**src/rtl/ifetch_break_ctrl.sv**
```systemverilog
`default_nettype none
// ============================================================================
// ifetch_break_ctrl : fetch PC sequencer with stall/redirect and BREAK halt
// Revision 1.0
// ============================================================================
module ifetch_break_ctrl #(
  parameter int          ADDR_W   = 5,
  parameter logic [ADDR_W-1:0] RESET_PC = '0
) (
  input  logic              clk,
  input  logic              rst_n,
  output logic [ADDR_W-1:0] rom_addr,
  input  logic [31:0]       rom_instr,
  input  logic              stall,
  input  logic              redirect_valid,
  input  logic [ADDR_W-1:0] redirect_addr,
  output logic              if_valid,
  output logic [31:0]       if_instr,
  output logic [ADDR_W-1:0] if_pc,
  output logic              brk_valid,
  output logic [19:0]       brk_code,
  output logic [ADDR_W-1:0] brk_pc,
  input  logic              brk_ack,
  output logic              halted,
  output logic [7:0]        brk_count
);

  typedef enum logic [0:0] {
    RUN = 1'b0,
    BRK = 1'b1
  } state_t;

  state_t              r_state;
  logic [ADDR_W-1:0]   r_pc;
  logic                w_is_brk;

  assign rom_addr = r_pc;
  assign w_is_brk = (rom_instr[31:26] == 6'h00) && (rom_instr[5:0] == 6'h0d);

  always_ff @(posedge clk or negedge rst_n) begin
    if (!rst_n) begin
      r_state   <= RUN;
      r_pc      <= RESET_PC;
      if_valid  <= 1'b0;
      if_instr  <= '0;
      if_pc     <= '0;
      brk_valid <= 1'b0;
      brk_code  <= '0;
      brk_pc    <= '0;
      halted    <= 1'b0;
      brk_count <= '0;
    end else begin
      case (r_state)
        RUN: begin
          if (redirect_valid) begin
            // Squashed word is never inspected, so a BREAK in a branch shadow is ignored.
            r_pc     <= redirect_addr;
            if_valid <= 1'b0;
          end else if (!stall) begin
            r_pc <= r_pc + 1'b1;
            if (w_is_brk) begin
              if_valid  <= 1'b0;
              brk_valid <= 1'b1;
              brk_code  <= rom_instr[25:6];
              brk_pc    <= r_pc;
              halted    <= 1'b1;
              r_state   <= BRK;
              if (brk_count != 8'hff) brk_count <= brk_count + 8'd1;
            end else begin
              if_valid <= 1'b1;
              if_instr <= rom_instr;
              if_pc    <= r_pc;
            end
          end
        end
        BRK: begin
          if_valid <= 1'b0;
          if (redirect_valid) r_pc <= redirect_addr;
          if (brk_ack) begin
            brk_valid <= 1'b0;
            halted    <= 1'b0;
            r_state   <= RUN;
          end
        end
        default: r_state <= RUN;
      endcase
    end
  end

endmodule
`default_nettype wire

```
**config.mk**
```make
export PLATFORM = sky130hd
export DESIGN_NAME = ifetch_break_ctrl
export DESIGN_NICKNAME = d
export VERILOG_FILES = /design/src/rtl/ifetch_break_ctrl.sv
export SDC_FILE = /design/constraint.sdc
export NUM_CORES = 1
export LEC_CHECK = 0
export BUFFER_PORTS_ARGS = -buffer_cell sky130_fd_sc_hd__buf_2
export CORE_UTILIZATION = 45
export DETAILED_ROUTE_END_ITERATION = 10
export GPL_ROUTABILITY_DRIVEN = 0
export GPL_TIMING_DRIVEN = 0
export PLACE_DENSITY_LB_ADDON = 0.1
export SYNTH_ARGS = -nofsm -noshare
export SYNTH_HDL_FRONTEND = slang
export SYNTH_SLANG_ARGS = --single-unit
```
**constraint.sdc**
```tcl
create_clock -name clk -period 5.5 [get_ports clk]
set_input_delay 0.55 -clock clk [delete_from_list [all_inputs] [get_ports clk]]
set_output_delay 0.55 -clock clk [all_outputs]
set_load 0.01 [all_outputs]
```
==> flow_summary_export.csv, run 1 <==
group,metric,value,unit
status,status,"complete, but fails checks",
status,failed_checks,"DRC",
sta,setup_tns,0,ns
synthesis,syn_avg_cell_area,14.9,um^2
synthesis,synthMostInstantiatedCell,"dfrtp_1",
clock_network,postCtsHoldBufs,0,
finish,syn_to_final_growth,30.8,%
power,vdd_ir_drop_max,215,uV
clock_network,clk_latency,0.35,ns
clock_network,clkTransAtPathRegs,0.08,ns
synthesis,synthTopCellsByCount,"dfrtp_1, mux2_2, nand2_1, xor2_1",
floorplan,fp.dieH,84.9,um
placement,portBuffers,119,
synthesis,synth_enable_flop_cells,0,
setup_path,r2r_cells,4,
finish,antenna_cells,0,
clock_network,clock_path_buffers,2,
clock_network,cts_setup_buffers,0,
setup_path,r2r_slack,3.06,ns
synthesis,ys.warnings.count,0,
setup_path,cp.arrival,2.68,ns
sta,fin_hold_ws,0.0719,ns
grt,grt_pass1_vias,2135,
finish,nets,382,
sta,worst_pin_slew,0.990,ns
sta,rsz0062_at_grt,"false",
floorplan,initial_core_util,0.476,
floorplan,die_area,7210,um^2
synthesis,synth_cell_types,29,
sta,fmax,409,MHz
drt,drc,7,
power,power_per_cell_area,325,nW/um^2
drt,firstDrtPassIters,8,
floorplan,core,6490,um^2
setup_path,end_kind,"flop",
finish,drive_above_1_share,0.615,
clock_network,cts_tree,"built",
grt,antenna_found_initial,0,
drt,drt_wl_total,6480,um
grt,grt_max_degree,60,
setup_path,worstReg2RegStart,"r_state",
finish,fin_util,0.623,
drt,via_count,2141,
setup_path,startpoint_type,"flop",
synthesis,async_reset_ff_frac,1.00,
setup_path,crit_fanout,10,
power,leakage,2.13,nW
synthesis,synth_ff_type,"dfrtp_1",
floorplan,die_w,84.9,um
synthesis,ys_seq_elements,78,
setup_path,rr_endpoint,"if_pc[0]",
floorplan,ioPinCount,120,
job,drv_cap,0,
sta,relSlewSlack,0.334,
clock_network,cts-resized-gates,0,
grt,grt_use_total,0.194,
setup_path,crit_type,"flop to flop",
setup_path,critical_path.endpoint,"if_pc[0]",
synthesis,syn-cell-area,3090,um^2
clock_network,clock-sinks,78,
sta,period_share,0.444,
synthesis,syn-num-nets,251,
power,power.total,1.31,mW
sta,slew_viol_final,0,
clock_network,root_buffer,"clkbuf_8",
drt,postRouteAntennaNets,0,
sta,setup_viol,0,
sta,hold_viol_final,0,
grt,grt_pass1_wl,10600,um
clock_network,htreeDepth,3,
synthesis,yosysSeqAreaShare,0.631,
placement,dpl.hpwl,4740,um
clock_network,cts_made_buffers,9,
floorplan,num_rows,29,
synthesis,synth_top_area_share,0.631,
sta,finClkSkew,0.00943,ns
min_path,hold_path.class,"primary input to asynchronous set/reset pin",
grt,grt-ovfl-total,0,
synthesis,synthTopCellsByArea,"dfrtp_1, mux2_2, xor2_1",
setup_path,worstPathRequired,5.73,ns
sta,period_needed,2.44,ns
drt,wl_per_cell,15.4,um
synthesis,synth_top_area_cell,"dfrtp_1",
setup_path,cp-startpoint,"r_state",
synthesis,synthesis.instances,207,
drt,vias_per_cell,5.10,
drt,drt_iter0_drc,52,
-- worst max-delay path, cell delays in order (launching register included) --
cell	delay, ns
dfrtp_1	0.42
or3_1	0.44
nor2_1	0.67
buf_2	0.41
mux2_2	0.38
-- per-stage QoR --
stage / setup slack, ns / area (um^2) / cells
after CTS: 3.01 / 4050 / 420
after global placement: 2.77 / 3790 / 403
after floorplan: 3.10 / 3090 / 207
final: 3.06 / 4050 / 420
after detailed placement: 2.77 / 3820 / 404
after global routing: 2.85 / 4050 / 420
-- worst min-delay path by stage --
stage	to	slack, ns	start	cells after the start
6_report	brk_count[3]	0.07	rst_n	1
5_1_grt	brk_count[3]	0.07	rst_n	1
4_1_cts	brk_count[3]	0.07	rst_n	1
3_5_place_dp	brk_count[3]	0.45	rst_n	1
3_3_place_gp	brk_pc[4]	0.48	brk_pc[4]	1
2_1_floorplan	brk_code[0]	0.25	rst_n	0
-- registers in the layout, indices dropped and copies added (netlist names) --
| signal | flops |
|---|---|
| if_valid | 1 |
| rom_addr | 5 |
| if_pc | 5 |
| brk_code | 20 |
| r_state | 1 |
| if_instr | 32 |
| brk_count | 8 |
| halted | 1 |
| brk_pc | 5 |
-- area by class of cell --
type	count	area, um^2
fillers	549	2450
multi-input cells	120	1090
flip-flops and latches	78	1950
plain buffers	8	47.5
inverters	1	3.75
clock buffers	10	138
well taps	77	96.3
clock inverters	6	93.8
repair buffers	120	626
-- placed cells by master, fill, tap and decap left out, types with 3 or more instances in the layout --
master	Yosys	final
nor2_1	5	5
xor2_1	7	7
nand2_1	11	11
mux2_2	64	64
nand3_1	3	3
nand4_1	3	3
o21ai_0	5	5
buf_2	5	123
dfrtp_1	78	78
clkbuf_8	0	10
-- power by group --
part | switching (mW) | internal, mW | leakage [nW] | total (mW)
Sequential | 0.0277 | 0.622 | 0.998 | 0.650
Combinational | 0.0869 | 0.0904 | 1.02 | 0.177
Clock | 0.215 | 0.271 | 0.113 | 0.486
-- layer usage --
layer | track usage | share of wire | vias to the layer above
li1 | - | - | 1002
met1 | 0.238 | 0.42 | 1054
met2 | 0.325 | 0.51 | 76
met3 | 0.0691 | 0.061 | 9
met4 | 0.0601 | 0.015 | 0
met5 | 0 | 0 | -
-- cells by family (layout without fill, tap and decap cells) --
family | count (synthesis) | count (layout) | share of synthesized area
flip-flops | 78 | 78 | 0.631
multiplexers | 65 | 65 | 0.236
AND/OR/NAND/NOR | 34 | 34 | 0.0647
AO/OA/AOI/OAI | 10 | 10 | 0.0182
XOR/XNOR | 9 | 9 | 0.0255
buffers and inverters | 9 | 145 | 0.0166
adder cells (fa/ha/maj) | 2 | 2 | 0.00809
Power figures use the tool's default switching activity.
==> run 2, diff against run 1 <==
==> constraint.sdc (replaced) <==
create_clock -name clk -period 2.5 [get_ports clk]
set_input_delay 0.25 -clock clk [delete_from_list [all_inputs] [get_ports clk]]
set_output_delay 0.25 -clock clk [all_outputs]
set_load 0.01 [all_outputs]
==> run 2 against run 1 <==
Compared with the run above:
- the run still ends with DRC left
- core utilization is 0.19 points higher
- critical path depth is 1 lower
- clock skew hardly changed
- via count is 0.14% higher
- die area stayed put
- fmax is 8.2% higher
- cell count is 0.24% higher
- non-clock buffer count is 1 higher
- wire length is 0.12% higher
- sequential power is 120% higher
- largest cell class unchanged
- largest power group unchanged
- highest routed layer unchanged
==> flow_summary_export.csv, run 2 (synthesized netlist as in run 1, its figures left out) <==
group,metric,value,unit
status,status,"complete, but fails checks",
status,failed_checks,"DRC",
sta,relSlewSlack,0.335,
setup_path,r2r_slack,0.24,ns
sta,period_needed,2.26,ns
floorplan,die_w,84.9,um
finish,layout_commonest_cell,"buf_2",
finish,n_fill_cell,549,
setup_path,startpoint_type,"flop",
floorplan,num_rows,29,
sta,setup_viol,0,
placement,pre_cts_ws,0.0281,ns
drt,wl_per_cell,15.4,um
finish,syn_to_final_growth,31.2,%
placement,portBuffers,119,
setup_path,end_kind,"flop",
finish,top_register,"if_instr",
power,vdd_ir_drop_max,473,uV
finish,reg.largest.list,"if_instr x32, brk_code x20, brk_count x8",
power,power_per_cell_area,712,nW/um^2
floorplan,fp.dieH,84.9,um
job,drv_cap,0,
sta,worst_slack,0.242,ns
setup_path,crit_type,"flop to flop",
drt,firstDrtPassIters,8,
floorplan,initial_core_util,0.476,
clock_network,clk_latency,0.35,ns
grt,grt_pass1_wl,10600,um
sta,finClkSkew,0.00943,ns
setup_path,r2r_cells,3,
finish,nets,383,
floorplan,core,6490,um^2
sta,period_share,0.903,
drt,drc,7,
sta,setup_tns,0,ns
min_path,hold_path_depth,2,
power,power.total,2.89,mW
min_path,hold_path.class,"primary input to flop",
clock_network,clock_path_buffers,2,
floorplan,die_area,7210,um^2
clock_network,clkTransAtPathRegs,0.08,ns
grt,antenna_found_initial,0,
sta,fmax,443,MHz
grt,grt_pass1_vias,2135,
finish,drive_above_1_share,0.616,
finish,multi_input_area,1090,um^2
clock_network,cts_made_buffers,9,
drt,vias_per_cell,5.09,
finish,final_cell_mix,"buf_2, dfrtp_1, mux2_2, nand2_1, clkbuf_8",
sta,worst_pin_slew,0.989,ns
setup_path,rr_endpoint,"brk_code[4]",
sta,hold_viol_final,0,
setup_path,worstPathRequired,2.73,ns
setup_path,critical_path.endpoint,"brk_code[4]",
clock_network,clock-sinks,78,
setup_path,cp.arrival,2.49,ns
sta,rsz0062_at_grt,"false",
clock_network,htreeDepth,3,
placement,dpl.hpwl,4740,um
finish,antenna_cells,0,
drt,via_count,2144,
setup_path,cp-startpoint,"r_state",
drt,drt_iter0_drc,52,
drt,drt_wl_total,6490,um
grt,grt_use_total,0.194,
setup_path,worstReg2RegStart,"r_state",
power,leakage,2.13,nW
clock_network,root_buffer,"clkbuf_8",
finish,seq_area,1950,um^2
setup_path,crit_fanout,9,
clock_network,cts_tree,"built",
finish,largest_reg_flops,32,
drt,postRouteAntennaNets,0,
finish,fin_util,0.625,
sta,slew_viol_final,0,
floorplan,ioPinCount,120,
grt,grt_max_degree,60,
grt,grt-ovfl-total,0,
run 2: layout make-up:
cell class / count / area share
plain buffers: 8 / 0.0117
clock buffers: 10 / 0.0339
clock inverters: 6 / 0.0231
inverters: 1 / 0.000925
multi-input cells: 120 / 0.269
flip-flops and latches: 78 / 0.481
well taps: 77 / 0.0237
repair buffers: 121 / 0.157
run 2: power by group:
part / switching (mW) / internal (mW) / total, mW
clock: 0.474 / 0.596 / 1.07
combinational: 0.192 / 0.200 / 0.392
sequential: 0.0610 / 1.37 / 1.43
total: 0.727 / 2.17 / 2.89
run 2: stage by stage:
| stage | area (um^2) | hold slack, ns | instances |
|---|---|---|---|
| 6_report | 4060 | 0.0951 | 421 |
| 5_1_grt | 4060 | 0.0999 | 421 |
| 4_1_cts | 4060 | 0.0753 | 421 |
| 3_5_place_dp | 3820 | 0.150 | 404 |
| 3_3_place_gp | 3790 | 0.450 | 403 |
| 2_1_floorplan | 3090 | -0.0456 | 207 |
run 2: worst min-delay path by stage:
stage,start,endpoint
final,brk_ack,r_state
after floorplan,rst_n,brk_code[0]
after global placement,brk_ack,r_state
after detailed placement,rst_n,brk_count[3]
after CTS,brk_ack,r_state
after global routing,brk_ack,r_state
run 2: critical path: stages (launching register included):
cell and delay [ns]:
dfrtp_1 0.42, or3_1 0.45, nor4_2 0.84, mux2_2 0.42
run 2: timing repair:
action / CTS / global route
setup endpoints to repair: 0 / 30
resized for setup: 0 / 1
hold buffers: 1 / 0
hold endpoints to repair: 19 / 0
setup buffers: 0 / 0
run 2: routing by layer:
layer	share of wire	track usage	vias up	wire, um
met3	0.062	0.0691	9	403
met4	0.015	0.0601	0	97
met5	0	0	-	0
met1	0.42	0.238	1055	2700
met2	0.51	0.325	76	3290
li1	-	-	1004	-
